[config.mk]
export PLATFORM = sky130hd
export DESIGN_NAME = boot_rom_flash_loader_flat
export DESIGN_NICKNAME = d
export VERILOG_FILES = /design/src/rtl/boot_rom_flash_loader_if.sv /design/src/rtl/boot_rom_flash_loader.sv /design/src/flat_wrapper.sv
export SDC_FILE = /design/constraint.sdc
export NUM_CORES = 1
export LEC_CHECK = 0
export ABC_AREA = 1
export CAP_MARGIN = 5
export CORE_MARGIN = 3
export CORE_UTILIZATION = 45
export CTS_CLUSTER_DIAMETER = 100
export DETAILED_ROUTE_END_ITERATION = 10
export PLACE_DENSITY = 0.71
export SLEW_MARGIN = 25
export SYNTH_ARGS = -nofsm -noshare
export SYNTH_HDL_FRONTEND = slang
export SYNTH_SLANG_ARGS = --single-unit
[constraint.sdc]
create_clock -name clk -period 2 [get_ports clk]
set_input_delay 0.6 -clock clk [delete_from_list [all_inputs] [get_ports clk]]
set_output_delay 0.6 -clock clk [all_outputs]
set_load 0.01 [all_outputs]
[src/rtl/boot_rom_flash_loader_if.sv]
// Bundle for the boot ROM flash loader: the start/busy/done handshake, the
// SPI flash pins, the boot-memory write port and the checksum output.
// The master modport is the loader side; the slave modport is the system side.
interface boot_rom_flash_loader_if;
  logic        start;
  logic        busy;
  logic        done;
  logic        spi_cs_n;
  logic        spi_sck;
  logic        spi_mosi;
  logic        spi_miso;
  logic        mem_we;
  logic [13:0] mem_a;
  logic [7:0]  mem_din;
  logic [7:0]  checksum;

  modport master (
    input  start,
    input  spi_miso,
    output busy,
    output done,
    output spi_cs_n,
    output spi_sck,
    output spi_mosi,
    output mem_we,
    output mem_a,
    output mem_din,
    output checksum
  );

  modport slave (
    output start,
    output spi_miso,
    input  busy,
    input  done,
    input  spi_cs_n,
    input  spi_sck,
    input  spi_mosi,
    input  mem_we,
    input  mem_a,
    input  mem_din,
    input  checksum
  );
endinterface

[src/rtl/boot_rom_flash_loader.sv]
// Boot ROM flash loader: copies LENGTH bytes from SPI flash (READ 0x03 at
// FLASH_BASE, SPI mode 0) into the boot memory write port at 0..LENGTH-1.
// Optional macro BOOT_LOADER_CHECKSUM_EN enables a running 8-bit byte sum on
// the checksum output; without it checksum is tied to zero.
module boot_rom_flash_loader #(
  parameter logic [23:0] FLASH_BASE = 24'h0B0000,
  parameter int          LENGTH     = 16384,
  parameter int          SCK_HALF   = 2
) (
  input  logic                        clk,
  input  logic                        rst_n,
  boot_rom_flash_loader_if.master     bus
);

  localparam int                DIV_W    = (SCK_HALF > 1) ? $clog2(SCK_HALF) : 1;
  localparam logic [DIV_W-1:0]  DIV_LAST = DIV_W'(SCK_HALF - 1);
  localparam logic [14:0]       LEN_L    = 15'(LENGTH);

  typedef enum logic [1:0] {S_IDLE, S_CMD, S_DATA, S_FINISH} state_t;

  state_t             state_q, state_d;
  logic [DIV_W-1:0]   div_q, div_d;
  logic               sck_q, sck_d;
  logic               cs_n_q, cs_n_d;
  logic [31:0]        sh_q, sh_d;
  logic [6:0]         rx_q, rx_d;
  logic [4:0]         bit_q, bit_d;
  logic [14:0]        idx_q, idx_d;
  logic               we_q, we_d;
  logic [13:0]        a_q, a_d;
  logic [7:0]         din_q, din_d;
  logic               busy_q, busy_d;
  logic               done_q, done_d;

  // Divider tick marks the end of an SCK phase; rise/fall name which edge it is.
  logic       running;
  logic       tick;
  logic       rise;
  logic       fall;
  logic [7:0] byte_w;

  assign running = (state_q == S_CMD) || (state_q == S_DATA);
  assign tick    = (div_q == DIV_LAST);
  assign rise    = running && tick && !sck_q;
  assign fall    = running && tick && sck_q;
  assign byte_w  = {rx_q, bus.spi_miso};

  // State register.
  always_ff @(posedge clk or negedge rst_n) begin
    if (!rst_n) state_q <= S_IDLE;
    else        state_q <= state_d;
  end

  // Next-state logic: command phase ends on the 32nd falling edge, data phase
  // ends on the falling edge after the last byte has been written.
  always_comb begin
    state_d = state_q;
    case (state_q)
      S_IDLE:   if (bus.start) state_d = S_CMD;
      S_CMD:    if (fall && (bit_q == 5'd31)) state_d = S_DATA;
      S_DATA:   if (fall && (idx_q == LEN_L)) state_d = S_FINISH;
      S_FINISH: if (cs_n_q) state_d = S_IDLE;
      default:  state_d = S_IDLE;
    endcase
  end

  // Output/datapath next values: SPI divider, shifters, byte assembly, write strobe.
  always_comb begin
    div_d  = div_q;
    sck_d  = sck_q;
    cs_n_d = cs_n_q;
    sh_d   = sh_q;
    rx_d   = rx_q;
    bit_d  = bit_q;
    idx_d  = idx_q;
    we_d   = 1'b0;
    a_d    = a_q;
    din_d  = din_q;
    busy_d = busy_q;
    done_d = done_q;
    case (state_q)
      S_IDLE: begin
        div_d = '0;
        sck_d = 1'b0;
        if (bus.start) begin
          cs_n_d = 1'b0;
          busy_d = 1'b1;
          done_d = 1'b0;
          sh_d   = {8'h03, FLASH_BASE};
          bit_d  = '0;
          idx_d  = '0;
        end
      end
      S_CMD, S_DATA: begin
        if (tick) begin
          div_d = '0;
          sck_d = ~sck_q;
        end else begin
          div_d = div_q + DIV_W'(1);
        end
        // MOSI is the shifter MSB; shifting zeros in leaves MOSI low after the command.
        if ((state_q == S_CMD) && fall) begin
          sh_d  = {sh_q[30:0], 1'b0};
          bit_d = (bit_q == 5'd31) ? 5'd0 : bit_q + 5'd1;
        end
        if ((state_q == S_DATA) && rise) begin
          rx_d = byte_w[6:0];
          if (bit_q == 5'd7) begin
            bit_d = '0;
            we_d  = 1'b1;
            din_d = byte_w;
            a_d   = idx_q[13:0];
            idx_d = idx_q + 15'd1;
          end else begin
            bit_d = bit_q + 5'd1;
          end
        end
        if ((state_q == S_DATA) && fall && (idx_q == LEN_L)) div_d = '0;
      end
      S_FINISH: begin
        if (!cs_n_q) begin
          if (tick) begin
            div_d  = '0;
            cs_n_d = 1'b1;
          end else begin
            div_d = div_q + DIV_W'(1);
          end
        end else begin
          busy_d = 1'b0;
          done_d = 1'b1;
          div_d  = '0;
        end
      end
      default: ;
    endcase
  end

  // Datapath and output registers; reset aborts any transfer immediately.
  always_ff @(posedge clk or negedge rst_n) begin
    if (!rst_n) begin
      div_q  <= '0;
      sck_q  <= 1'b0;
      cs_n_q <= 1'b1;
      sh_q   <= '0;
      rx_q   <= '0;
      bit_q  <= '0;
      idx_q  <= '0;
      we_q   <= 1'b0;
      a_q    <= '0;
      din_q  <= '0;
      busy_q <= 1'b0;
      done_q <= 1'b0;
    end else begin
      div_q  <= div_d;
      sck_q  <= sck_d;
      cs_n_q <= cs_n_d;
      sh_q   <= sh_d;
      rx_q   <= rx_d;
      bit_q  <= bit_d;
      idx_q  <= idx_d;
      we_q   <= we_d;
      a_q    <= a_d;
      din_q  <= din_d;
      busy_q <= busy_d;
      done_q <= done_d;
    end
  end

`ifdef BOOT_LOADER_CHECKSUM_EN
  logic [7:0] csum_q, csum_d;

  // Running sum updates on the same edge that registers the write strobe.
  always_comb begin
    csum_d = csum_q;
    if ((state_q == S_IDLE) && bus.start) csum_d = 8'h00;
    else if (we_d)                        csum_d = csum_q + din_d;
  end

  // Checksum register.
  always_ff @(posedge clk or negedge rst_n) begin
    if (!rst_n) csum_q <= 8'h00;
    else        csum_q <= csum_d;
  end

  assign bus.checksum = csum_q;
`else
  assign bus.checksum = 8'h00;
`endif

  assign bus.busy     = busy_q;
  assign bus.done     = done_q;
  assign bus.spi_cs_n = cs_n_q;
  assign bus.spi_sck  = sck_q;
  assign bus.spi_mosi = sh_q[31];
  assign bus.mem_we   = we_q;
  assign bus.mem_a    = a_q;
  assign bus.mem_din  = din_q;

endmodule

[src/flat_wrapper.sv]
// flat-port wrapper written by rule: the top's interface ports become plain ports
module boot_rom_flash_loader_flat 
#(
  parameter logic [23:0] FLASH_BASE = 24'h0B0000,
  parameter int          LENGTH     = 16384,
  parameter int          SCK_HALF   = 2
)
  (clk, rst_n, bus_start, bus_spi_miso, bus_busy, bus_done, bus_spi_cs_n, bus_spi_sck, bus_spi_mosi, bus_mem_we, bus_mem_a, bus_mem_din, bus_checksum);
  boot_rom_flash_loader_if bus_i ();
  input  logic clk;
  input  logic rst_n;
  input wire logic [$bits(bus_i.start)-1:0] bus_start;
  input wire logic [$bits(bus_i.spi_miso)-1:0] bus_spi_miso;
  output wire logic [$bits(bus_i.busy)-1:0] bus_busy;
  output wire logic [$bits(bus_i.done)-1:0] bus_done;
  output wire logic [$bits(bus_i.spi_cs_n)-1:0] bus_spi_cs_n;
  output wire logic [$bits(bus_i.spi_sck)-1:0] bus_spi_sck;
  output wire logic [$bits(bus_i.spi_mosi)-1:0] bus_spi_mosi;
  output wire logic [$bits(bus_i.mem_we)-1:0] bus_mem_we;
  output wire logic [$bits(bus_i.mem_a)-1:0] bus_mem_a;
  output wire logic [$bits(bus_i.mem_din)-1:0] bus_mem_din;
  output wire logic [$bits(bus_i.checksum)-1:0] bus_checksum;
  assign bus_i.start = bus_start;
  assign bus_i.spi_miso = bus_spi_miso;
  assign bus_busy = bus_i.busy;
  assign bus_done = bus_i.done;
  assign bus_spi_cs_n = bus_i.spi_cs_n;
  assign bus_spi_sck = bus_i.spi_sck;
  assign bus_spi_mosi = bus_i.spi_mosi;
  assign bus_mem_we = bus_i.mem_we;
  assign bus_mem_a = bus_i.mem_a;
  assign bus_mem_din = bus_i.mem_din;
  assign bus_checksum = bus_i.checksum;
  boot_rom_flash_loader #(.FLASH_BASE(FLASH_BASE), .LENGTH(LENGTH), .SCK_HALF(SCK_HALF)) u_core (.clk(clk), .rst_n(rst_n), .bus(bus_i));
endmodule
==> results of run 1 <==
==> metal layers <==
| layer | GRT usage (%) | vias to the layer above | routed length, um |
|---|---|---|---|
| li1 | - | 1423 | - |
| met1 | 24.2 | 1257 | 3400 |
| met2 | 24.9 | 61 | 2980 |
| met3 | 4.22 | 9 | 365 |
| met4 | 7.34 | 0 | 99 |
| met5 | 0 | - | 0 |
==> stage by stage <==
| step | TNS [ps] | power [mW] | worst slack, ps |
|---|---|---|---|
| after floorplan | 0 | 3.59 | 283 |
| after global placement | 0 | 4.06 | 28.3 |
| after detailed placement | -18.4 | 4.12 | -17.5 |
| after CTS | 0 | 5.30 | 29.0 |
| after global routing | 0 | 5.77 | 21.6 |
| final | 0 | 5.30 | 129 |
==> layout make-up <==
type | count | share of cell area (%)
well taps | 99 | 2.98
flip-flops and latches | 73 | 44.0
clock inverters | 5 | 1.54
clock buffers | 11 | 3.40
inverters | 50 | 4.64
repair buffers | 41 | 9.73
multi-input cells | 284 | 33.7
==> where the power goes <==
group	internal, mW	switching (mW)	total (mW)
sequential	1.82	0.253	2.07
clock	0.619	0.553	1.17
combinational	0.767	1.28	2.05
total	3.20	2.09	5.30
==> Yosys cell counts, types with 2 or more instances <==
master	number	share of area (%)
inv_1	45	4.8
nor2_1	35	3.7
buf_4	10	2.1
o21ai_0	37	5.3
buf_6	2	0.64
nand2_2	2	0.36
o22ai_1	7	1.2
inv_2	4	0.43
nand3_1	24	3.4
nor2_2	2	0.36
nand2_1	109	12
a21oi_1	7	1.0
o21ai_2	6	1.5
or2_2	3	0.53
o21ai_1	13	1.8
nand4_1	16	2.8
ha_1	8	2.8
dfrtp_1	72	51
buf_2	3	0.43
clkbuf_1	5	0.53
==> registers in the layout, indices dropped and copies added (netlist names), 2 cells and up <==
register            cells
u_core.sh_q            16
u_core.idx_q           15
u_core.bus.mem_a       14
u_core.bus.mem_din      8
u_core.rx_q             7
u_core.bit_q            5
u_core.state_q          2
==> worst paths after layout <==
path / end / slack, ps / cells after the start
max in group asynchronous: u_core.sh_q[27] / 1400 / 2
worst min-delay path: u_core.bus.busy / 250 / 2
min in group clk: u_core.bus.mem_din[7] / 480 / 2
worst min register to register: u_core.bus.mem_din[7] / 480 / 2
worst max-delay path: bus_mem_a[12] / 130 / 1
worst max register to register: u_core.sh_q[31] / 180 / 10
==> cells by family after synthesis <==
family | synth area share, %
AND/OR/NAND/NOR | 23.8
buffers and inverters | 9.35
XOR/XNOR | 0.249
AO/OA/AOI/OAI | 11.7
adder cells (fa/ha/maj) | 2.84
other | 0.107
flip-flops | 51.9
==> what timing repair did <==
| action | CTS | global route |
|---|---|---|
| gates cloned | 0 | 0 |
| setup endpoints to repair | 1 | 39 |
| resized for setup | 1 | 2 |
==> reports/summary.txt, run 1 <==
Largest net degree at the start of global routing: 74
Die width: 94.4 um
Fin Hold WS: 254 ps
CP max FO: 2
Yosys reg bits: 73
Worst-Skew Late Latency: 350 ps
DRC: 0
Max incr delay on CP: 550 ps
Worst setup SP type: flop
Synth unique cells: 31
Wire per inst: 12.2 um
Postcts setup bufs: 0
Root buf cell: clkbuf_8
Final std cells w/o fill: 563
Share of cells above drive strength 1: 10.8%
Die ar.: 8920 um^2
Crit path from: u_core.bus.mem_a[12]
First-pass GRT wire length: 12000 um
Highest ir drop seen on vdd: 0.527 mV
Post-layout instance area: 4160 um^2
Fill cells: 669
RePlAce Congestion: 0.880
Pre-antenna DRT Iters: 4
Core ar.: 7410 um^2
Dpl cells: 547
ANT cells: 0
Worst Path Required: 1400 ps
Final Max Tran Viols: 0
Die H: 94.4 um
Synth Warn #: 0
Post-Synthesis Cells: 421
Global Route Usage Sum: 17.1%
Hold buffer count at cts: 0
Clk_skew: 9.98 ps
CTS Sinks: 73
Worst path slowest cell: clkdlybuf4s50_1
Status: finished clean
CTS tree: yes
Critical Path Sink Type: primary output
FFs w/ async S/R, synth: 100%
Setup CP Type: reg -> out
Worst Hold Class: in -> async
Commonest non-fill, non-tap cell in the layout: nand2_1
Seq/Total Area, Yosys: 51.9%
Grt ovf: 0
Num ports: 40
Mapped Avg Cell Area: 8.36 um^2
Minimum clock period: 1870 ps
Depth of the CTS H-tree: 3
Post-Synthesis Cell Area: 3520 um^2
Drt total wl: 6850 um
DR vias/cell: 4.88
Hold Vio Cnt, Final: 0
Number of global-route vias before repair: 2625
P per Cell Area: 1270 nW/um^2
Worst Path Buf+Inv: 1
Crit path arrival time: 1270 ps
Rows: 31
Syn-to-layout area delta: 18.1%
Post-synth EDFFs: 0
Post-route ant nets: 0
Post-DP Area: 3940 um^2
Most frequent cells in the layout: 109 x nand2_1, 72 x dfrtp_1, 45 x inv_1
Clk pin slew, worst setup/hold paths: 80 ps
Reg2reg start: u_core.state_q[0]
IO buf count: 31
Reg area: 1830 um^2
HPWL Detailed: 4850 um
RSZ-0062 raised after global routing: no
# nets final: 471
Period utilization: 93.6%
Final Util: 56.1%
Pleak: 1.88 nW
Cell family with most CP delay: buffers and inverters
Initial Utilization: 47.5%
Crit path cell chain: clkdlybuf4s50_1
Most common flop cell mapped by yosys: dfrtp_1
Fmax: 534 MHz
CTS buffer count: 9
Detailed router's first-iteration violation count: 150
Final setup viols: 0
Max Root-Sink Buffers: 2
Max-cap check violation count: 0
Initial antenna violation count: 0
DR vias: 2750
Area of the multi-input gates: 1400 um^2
No activity file was read; power rests on OpenSTA's default activity.
==> run 2, diff against run 1 <==
--- a/config.mk
+++ b/config.mk
@@ -8,10 +8,11 @@
 export ABC_AREA = 1
 export CAP_MARGIN = 5
 export CORE_MARGIN = 3
-export CORE_UTILIZATION = 45
+export CORE_UTILIZATION = 35
 export CTS_CLUSTER_DIAMETER = 100
 export DETAILED_ROUTE_END_ITERATION = 10
-export PLACE_DENSITY = 0.71
+export PLACE_DENSITY = 0.59
+export REMOVE_ABC_BUFFERS = 1
 export SLEW_MARGIN = 25
 export SYNTH_ARGS = -nofsm -noshare
 export SYNTH_HDL_FRONTEND = slang
==> run 2 against run 1 <==
- critical path depth is the same
- first-iteration DRC count grew 6.0%
- sequential share of layout area shrank 0.54 points
- combinational power is essentially flat
- flip-flop and latch count is the same
- register-to-register slack is essentially flat
- clock power grew 10%
- cell area grew 1.2%
- count of clock-buffer cells in the layout shrank 2
- setup slack lost 5.1 ps
- utilization shrank 12 points
- routed wire length grew 0.34%
- highest routed layer unchanged
==> reports/summary.txt, run 2 (synthesis results as in run 1) <==
Status: finished clean (unchanged)
Depth of the CTS H-tree: 3 (unchanged)
Total power: 5.43 mW (was 5.30 mW)
Commonest non-fill, non-tap cell in the layout: nand2_1 (unchanged)
CTS tree: yes (unchanged)
Worst Hold Class: in -> async (unchanged)
Post-route ant nets: 0 (unchanged)
Max incr delay on CP: 550 ps (about the same)
Number of flip-flops in the largest register: 16 (unchanged)
Highest ir drop seen on vdd: 0.723 mV (was 0.527 mV)
Global Route Usage Sum: 13.0% (was 17.1%)
Crit path arrival time: 1280 ps (was 1270 ps)
Critical Path Sink Type: primary output (unchanged)
Rows: 35 (was 31)
ANT cells: 0 (unchanged)
Syn-to-layout area delta: 19.5% (was 18.1%)
Hold Vio Cnt, Final: 0 (unchanged)
Root buf cell: clkbuf_8 (unchanged)
CP max FO: 3 (was 2)
Area of the multi-input gates: 1390 um^2 (was 1400 um^2)
DR vias: 2750 (unchanged)
Uppermost layer routed: met4 (unchanged)
Period utilization: 93.8% (was 93.6%)
Worst Path Required: 1400 ps (about the same)
Num ports: 40 (unchanged)
RSZ-0062 raised after global routing: no (unchanged)
Fill cells: 980 (was 669)
Clk_skew: 5.73 ps (was 9.98 ps)
Detailed router's first-iteration violation count: 159 (was 150)
Worst path slowest cell: clkdlybuf4s50_1 (unchanged)
Worst Path Buf+Inv: 1 (unchanged)
Clk pin slew, worst setup/hold paths: 80 ps (about the same)
Cell family with most CP delay: buffers and inverters (unchanged)
Reg area: 1830 um^2 (unchanged)
Initial Utilization: 37.0% (was 47.5%)
Minimum clock period: 1880 ps (was 1870 ps)
Postcts setup bufs: 0 (unchanged)
DRC: 0 (unchanged)
# nets final: 471 (unchanged)
Metal-1 WL: 3390 um (was 3400 um)
Number of global-route vias before repair: 2566 (was 2625)
First-pass GRT wire length: 11900 um (was 12000 um)
Pleak: 1.89 nW (was 1.88 nW)
Worst-Skew Late Latency: 350 ps (about the same)
Most frequent cells in the layout: 109 x nand2_1, 72 x dfrtp_1, 45 x inv_1 (unchanged)
CTS Sinks: 73 (unchanged)
CTS buffer count: 9 (unchanged)
Hold buffer count at cts: 0 (unchanged)
Setup CP Type: reg -> out (unchanged)
Die H: 106 um (was 94.4 um)
Routed wl met3: 315 um (was 365 um)
RePlAce Congestion: 0.870 (was 0.880)
Drt total wl: 6880 um (was 6850 um)
Final setup viols: 0 (unchanged)
Reg with most FFs: u_core.sh_q (unchanged)
Die ar.: 11300 um^2 (was 8920 um^2)
Total Neg Setup Slack: 0 ps (unchanged)
Grt ovf: 0 (unchanged)
Max-cap check violation count: 0 (unchanged)
IO buf count: 31 (unchanged)
Core ar.: 9500 um^2 (was 7410 um^2)
Die width: 106 um (was 94.4 um)
Fmax: 533 MHz (was 534 MHz)
Wire per inst: 11.6 um (was 12.2 um)
P per Cell Area: 1290 nW/um^2 (was 1270 nW/um^2)
Largest net degree at the start of global routing: 52 (was 74)
Pre-antenna DRT Iters: 5 (was 4)
Share of cells above drive strength 1: 11.0% (was 10.8%)
Worst setup SP type: flop (unchanged)
HPWL Detailed: 4970 um (was 4850 um)
Metal2 WL: 3060 um (was 2980 um)
Crit path cell chain: clkdlybuf4s50_1 (unchanged)
DR vias/cell: 4.64 (was 4.88)
Final Max Tran Viols: 0 (unchanged)
Max Root-Sink Buffers: 2 (unchanged)
Initial antenna violation count: 0 (unchanged)
[run 2: metal layers]
layer	track usage, %	vias up
met2	20.6	63
met5	0	-
met4	4.26	0
li1	-	1418
met3	4.13	9
met1	17.0	1260
[run 2: cell type report]
| cell class | count | share of cell area (%) |
|---|---|---|
| clock buffer | 9 | 2.94 |
| clock inverter | 7 | 2.44 |
| inverter | 50 | 4.58 |
| multi-input combinational | 284 | 33.1 |
| sequential | 73 | 43.5 |
| tap | 129 | 3.84 |
| timing repair buffer | 41 | 9.67 |
[run 2: final timing paths]
path | cells after the start | start | slack [ps] | to
max reg2reg | 10 | u_core.state_q[1] | 170 | u_core.sh_q[18]
max | 1 | u_core.bus.spi_sck | 120 | bus_spi_sck
min | 1 | rst_n | 140 | u_core.bus.mem_a[12]
max in group asynchronous | 2 | rst_n | 1300 | u_core.bit_q[2]
min reg2reg | 2 | u_core.rx_q[6] | 480 | u_core.bus.mem_din[7]
min in group clk | 2 | u_core.rx_q[6] | 480 | u_core.bus.mem_din[7]
[run 2: timing repair]
action,CTS,global route
setup endpoints to repair,1,1
hold endpoints to repair,0,0
resized for setup,1,1
[run 2: where the power goes]
| group | total, mW | internal [mW] | switching, mW |
|---|---|---|---|
| Sequential | 2.07 | 1.82 | 0.253 |
| Combinational | 2.07 | 0.770 | 1.30 |
| Clock | 1.29 | 0.717 | 0.575 |
[run 2: metrics by stage]
| step | instances | cell area [um^2] | hold WS [ps] | worst slack [ps] | util (%) |
|---|---|---|---|---|---|
| 2_1_floorplan | 407 | 3410 | 304 | -647 | - |
| 3_3_place_gp | 577 | 3980 | 456 | 86.8 | 41.9 |
| 3_5_place_dp | 577 | 3980 | 462 | 36.5 | 41.9 |
| 4_1_cts | 593 | 4200 | 137 | 105 | 44.2 |
| 5_1_grt | 593 | 4210 | 139 | 17.0 | 44.3 |
| 6_report | 593 | 4210 | 140 | 124 | 44.3 |
==> run 3, diff against run 2 <==
--- a/config.mk
+++ b/config.mk
@@ -11,6 +11,7 @@
 export CORE_UTILIZATION = 35
 export CTS_CLUSTER_DIAMETER = 100
 export DETAILED_ROUTE_END_ITERATION = 10
+export GPL_ROUTABILITY_DRIVEN = 0
 export PLACE_DENSITY = 0.59
 export REMOVE_ABC_BUFFERS = 1
 export SLEW_MARGIN = 25
==> results of run 3 <==
The final DEF is identical to that of run 2; final timing and power are the same.
